$ cat config.mk
export PLATFORM = sky130hd
export DESIGN_NAME = hazard_ctrl
export DESIGN_NICKNAME = d
export VERILOG_FILES = /design/src/rtl/hazard_ctrl.sv
export SDC_FILE = /design/constraint.sdc
export NUM_CORES = 1
export LEC_CHECK = 0
export BUFFER_PORTS_ARGS = -buffer_cell sky130_fd_sc_hd__buf_2
export CAP_MARGIN = 0
export CORE_ASPECT_RATIO = 1.75
export CORE_MARGIN = 10
export CORE_UTILIZATION = 58
export CTS_CLUSTER_DIAMETER = 30
export CTS_CLUSTER_SIZE = 28
export DETAILED_ROUTE_END_ITERATION = 12
export MAX_ROUTING_LAYER = met4
export PLACE_DENSITY_LB_ADDON = 0.3
export SLEW_MARGIN = 0
export SYNTH_ARGS = -nofsm -noshare
export SYNTH_HDL_FRONTEND = slang
export SYNTH_SLANG_ARGS = --single-unit
$ cat constraint.sdc
create_clock -name clk -period 4.6 [get_ports clk]
set_input_delay 0.92 -clock clk [delete_from_list [all_inputs] [get_ports clk]]
set_output_delay 0.92 -clock clk [all_outputs]
set_load 0.02 [all_outputs]
$ cat src/rtl/hazard_ctrl.sv
// hazard_ctrl: in-order pipeline interlock for the ID->EX boundary.
//   Detects load-use hazards against the instruction in EX and hazards
//   against an in-flight multi-cycle multiply. Resolves flush, memory
//   freeze and hazard stalls, and counts hazard-stall cycles.
// Ports:
//   clk, rst_n           clock, async active-low reset
//   id_*                 decoded instruction in ID
//   mem_stall, flush     memory freeze request, exception flush
//   stall, bubble, issue pipeline control (combinational)
//   muldiv_start/done    one-cycle multiplier start / result-write pulses
//   muldiv_busy          multiplier not idle
//   stall_cnt            saturating hazard-stall cycle count
module hazard_ctrl #(
  parameter int unsigned MUL_LAT = 3,
  parameter int unsigned CNT_W   = 32
) (
  input  logic             clk,
  input  logic             rst_n,
  input  logic             id_valid,
  input  logic             id_reg1_read,
  input  logic             id_reg2_read,
  input  logic [4:0]       id_reg1_addr,
  input  logic [4:0]       id_reg2_addr,
  input  logic             id_wreg_write,
  input  logic [4:0]       id_wreg_addr,
  input  logic             id_is_load,
  input  logic             id_is_muldiv,
  input  logic             id_uses_hilo,
  input  logic             mem_stall,
  input  logic             flush,
  output logic             stall,
  output logic             bubble,
  output logic             issue,
  output logic             muldiv_start,
  output logic             muldiv_done,
  output logic             muldiv_busy,
  output logic [CNT_W-1:0] stall_cnt
);

  typedef enum logic [1:0] {S_IDLE, S_BUSY, S_DONE} mul_state_t;

  localparam logic [3:0] MUL_INIT = 4'(MUL_LAT - 2);

  mul_state_t state, state_nxt;
  logic [3:0] cnt, cnt_nxt;
  logic       mul_wgpr;
  logic [4:0] mul_dest;

  logic       ex_valid;
  logic       ex_is_load;
  logic [4:0] ex_addr;

  logic freeze;
  logic load_use;
  logic muldiv_hazard;
  logic hazard;
  logic hazard_stall;
  logic dest_dep;

  // Flush overrides a memory freeze: the multiplier keeps running then.
  assign freeze = mem_stall & ~flush;

  assign load_use = id_valid & ex_valid & ex_is_load & (ex_addr != 5'd0) &
                    ((id_reg1_read & (id_reg1_addr == ex_addr)) |
                     (id_reg2_read & (id_reg2_addr == ex_addr)));

  assign dest_dep = mul_wgpr & (mul_dest != 5'd0) &
                    ((id_reg1_read  & (id_reg1_addr == mul_dest)) |
                     (id_reg2_read  & (id_reg2_addr == mul_dest)) |
                     (id_wreg_write & (id_wreg_addr == mul_dest)));

  // DONE still counts as in flight: the result is only forwardable next cycle.
  assign muldiv_hazard = id_valid & (state != S_IDLE) &
                         (id_is_muldiv | id_uses_hilo | dest_dep);

  assign hazard       = load_use | muldiv_hazard;
  assign hazard_stall = ~flush & ~mem_stall & hazard;

  // Outputs are held quiet while reset is asserted; bubble tracks id_valid.
  always_comb begin
    stall  = 1'b0;
    bubble = ~id_valid;
    issue  = 1'b0;
    if (rst_n) begin
      if (flush) begin
        bubble = 1'b1;
      end else if (mem_stall) begin
        stall  = 1'b1;
        bubble = 1'b0;
      end else if (hazard) begin
        stall  = 1'b1;
        bubble = 1'b1;
      end else begin
        issue  = id_valid;
      end
    end
  end

  assign muldiv_start = issue & id_is_muldiv;
  assign muldiv_done  = (state == S_DONE) & ~freeze;
  assign muldiv_busy  = (state != S_IDLE);

  always_comb begin
    state_nxt = state;
    cnt_nxt   = cnt;
    if (!freeze) begin
      unique case (state)
        S_IDLE: begin
          if (muldiv_start) begin
            state_nxt = S_BUSY;
            cnt_nxt   = MUL_INIT;
          end
        end
        S_BUSY: begin
          if (cnt == 4'd0) state_nxt = S_DONE;
          else             cnt_nxt   = cnt - 4'd1;
        end
        S_DONE:  state_nxt = S_IDLE;
        default: state_nxt = S_IDLE;
      endcase
    end
  end

  always_ff @(posedge clk or negedge rst_n) begin
    if (!rst_n) begin
      state    <= S_IDLE;
      cnt      <= '0;
      mul_wgpr <= 1'b0;
      mul_dest <= '0;
    end else begin
      state <= state_nxt;
      cnt   <= cnt_nxt;
      if (muldiv_start) begin
        mul_wgpr <= id_wreg_write;
        mul_dest <= id_wreg_addr;
      end
    end
  end

  always_ff @(posedge clk or negedge rst_n) begin
    if (!rst_n) begin
      ex_valid   <= 1'b0;
      ex_is_load <= 1'b0;
      ex_addr    <= '0;
    end else if (flush || (!mem_stall && hazard)) begin
      ex_valid   <= 1'b0;
      ex_is_load <= 1'b0;
      ex_addr    <= '0;
    end else if (!mem_stall) begin
      ex_valid   <= id_valid;
      ex_is_load <= id_is_load;
      ex_addr    <= id_wreg_write ? id_wreg_addr : 5'd0;
    end
  end

  always_ff @(posedge clk or negedge rst_n) begin
    if (!rst_n) begin
      stall_cnt <= '0;
    end else if (hazard_stall && (stall_cnt != '1)) begin
      stall_cnt <= stall_cnt + CNT_W'(1);
    end
  end

endmodule

==> flow_metrics.py <==
metrics = {
    "sta": {
        "rsz0062_at_grt": "no",
        "setup_viol": 0,
        "setup_ws_ns": 1.035,
        "max_slew_margin_pct": 44.38,
        "setup_tns_ns": 0,
        "fmax_mhz": 280.5,
        "fin_crit_sh_pct": 77.50,
        "fin_skew_ns": 0.007560,
        "slew_viol_final": 0,
        "fin_crit_ns": 3.565,
        "hold_violations": 0,
        "max_slew.worst_pin.slew_ns": 0.8326,
    },
    "clocking": {
        "numCtsBuffers": 5,
        "cts_setup_buffers": 0,
        "h-tree-depth": 2,
        "numClockSinks": 51,
        "insertion_delay_ns": 0.32,
        "tritoncts": "built",
        "cts_resized": 0,
        "cts_root_buf": "clkbuf_8",
        "cts_hold_buf": 0,
        "cts_buffer_depth": 2,
        "cts.clk_slew.worst_paths_ns": 0.09,
    },
    "synth": {
        "yosysWarnings": 0,
        "yosysTopAreaCell": "dfrtp_1",
        "ys_top_cells_by_area": "dfrtp_1 45%, xor2_1 16%, nand3_1 3.6%",
        "avgSynthCellArea_um2": 10.35,
        "synth_nets": 301,
        "synth_top_area_share_pct": 45.33,
        "ys_seq_area_share_pct": 45.33,
        "ys_ff_latch": 51,
        "synth-edff-count": 0,
        "synthFlopType": "dfrtp_1",
        "synthDistinctLibCells": 42,
        "async_flop_share_pct": 100.0,
        "synthCells": 272,
        "syn-cell-area_mm2": 0.002815,
    },
    "critical_path": {
        "crit_path_end_kind": "output port",
        "startpoint_type": "flop",
        "r2r_cells": 7,
        "crit_slowest_cell": "or4_1",
        "critPathKind": "reg2out",
        "required_ns": 3.68,
        "slowest_delay_ns": 0.59,
        "r2r-end": "stall_cnt[30]$_DFFE_PN0P_",
        "cpLargestDelayFamily": "simple AND/OR/NAND/NOR gates",
        "path_cells": "or4_1 -> o211ai_1 -> a31o_1 -> nand2_1 -> nor3_2 -> and3_1 -> buf_2",
        "crit_path_end": "issue",
        "crit_arrival_ns": 2.64,
        "crit_cells": 7,
        "reg2reg_from": "stall_cnt[4]$_DFFE_PN0P_",
        "startpoint": "mul_dest[1]$_DFFE_PN0P_",
        "rrSetupSlack_ns": 1.87,
        "worst-path-buf-inv": 1,
        "crit_fanout": 8,
    },
    "global_routing": {
        "antenna_found_initial": 0,
        "track_usage_pct": 17.65,
        "grt_max_degree": 34,
        "grt_pass1_wl_um": 11540,
        "overflow": 0,
        "grt_pass1_vias": 2365,
    },
    "floorplan": {
        "start_util_pct": 59.81,
        "num_rows": 33,
        "dieArea_mm2": 0.008150,
        "dieHeight_um": 112.2,
        "pin_count": 64,
        "fp.dieW_um": 72.67,
        "coreArea_mm2": 0.004707,
    },
    "pwr": {
        "power_density_mw_per_mm2": 352.9,
        "vdd_drop_max_mv": 0.2656,
        "leakage_uw": 0.001749,
        "fin_total_pwr_uw": 1148,
    },
    "drt": {
        "drc": 0,
        "vias_per_cell": 5.990,
        "wl_um": 7063,
        "drt.antenna.violating_nets": 0,
        "wl_per_cell_um": 18.06,
        "vias": 2342,
        "drt-initial-drc-count": 160,
        "first_pass_iters": 4,
    },
    "final_layout": {
        "nets": 367,
        "area_growth_pct": 15.56,
        "multi_input_area_mm2": 0.001471,
        "fillCellCount": 386,
        "regArea_mm2": 0.001276,
        "layout_common_cells": "63 x buf_2, 51 x dfrtp_1, 50 x xor2_1",
        "antenna_cells": 0,
        "drive_above_1_share_pct": 26.25,
        "final_common_cell": "buf_2",
        "final_util_pct": 69.11,
    },
    "place": {
        "numPortBuffers": 63,
        "place_ws_ns": 1.025,
        "routabilityCongestion": 0.9236,
        "hpwl_um": 5445,
    },
    "min_path": {
        "min_path_type": "reg2reg",
    },
    "run_status": {
        "status": "finished, final reports clean",
    },
    "job": {
        "drv_cap": 0,
    },
}
-- cell usage after synthesis (all sizes together), types with 6 or more instances --
cell / count
o21ai: 8
xor2: 50
dfrtp: 51
xnor2: 6
nand2: 13
nor3: 16
and3: 8
nor2: 15
mux2: 7
nor4: 16
inv: 7
nand4: 7
nand3: 20
-- per-stage QoR --
stage	instance area [µm²]	cells	hold WS [ns]
after floorplan	2815	272	0.4657
after global placement	3169	383	0.4739
after detailed placement	3169	383	0.4775
after CTS	3253	391	0.4927
after global routing	3253	391	0.5173
final	3253	391	0.4913
-- worst min-delay path by stage --
stage	startpoint	endpoint	slack, ns	depth (start not counted)
2_1_floorplan	ex_is_load$_DFFE_PN0P_	ex_is_load$_DFFE_PN0P_	0.47	1
3_3_place_gp	stall_cnt[19]$_DFFE_PN0P_	stall_cnt[19]$_DFFE_PN0P_	0.47	1
3_5_place_dp	stall_cnt[27]$_DFFE_PN0P_	stall_cnt[27]$_DFFE_PN0P_	0.48	1
4_1_cts	stall_cnt[27]$_DFFE_PN0P_	stall_cnt[27]$_DFFE_PN0P_	0.49	1
5_1_grt	stall_cnt[27]$_DFFE_PN0P_	stall_cnt[27]$_DFFE_PN0P_	0.52	1
6_report	stall_cnt[27]$_DFFE_PN0P_	stall_cnt[27]$_DFFE_PN0P_	0.49	1
-- where the power goes --
group	switching, µW	internal [µW]
registers	77.3	503
clock network	156	105
logic	171	136
total	404	744
-- layout make-up --
type | count | share of cell area (%)
inverter | 7 | 0.8077
timing repair buffer | 65 | 10.15
tap | 52 | 2.000
multi-input combinational | 208 | 45.23
clock inverter | 3 | 0.4615
sequential | 51 | 39.23
clock buffer | 5 | 2.115
-- registers in the layout, summed over array words and instances (netlist names) --
register / count
stall_cnt: 32
cnt: 4
mul_dest: 5
mul_wgpr: 1
ex_valid: 1
ex_addr: 5
ex_is_load: 1
state: 2
-- logic make-up (layout without fill, tap and decap cells) --
logic type      after synthesis  after routing  synth area share [%]
compound gates               30             30                 8.400
fa+ha+maj                     3              3                 1.333
simple gates                112            112                 22.31
xor+xnor                     56             56                 17.42
flops                        51             51                 45.33
mux                           7              7                 2.800
buf+inv                      13             80                 2.400
-- routing by layer --
| layer | global-route usage, % | wire, µm | up-vias | part of all wire (%) |
|---|---|---|---|---|
| met4 | 7.761 | 221 | 0 | 3.1 |
| met1 | 18.93 | 2603 | 1125 | 37 |
| li1 | - | - | 1127 | - |
| met3 | 3.351 | 383 | 16 | 5.4 |
| met2 | 30.20 | 3856 | 74 | 55 |
| met5 | - | 0 | - | 0 |
(Power assumes the default switching activity.)
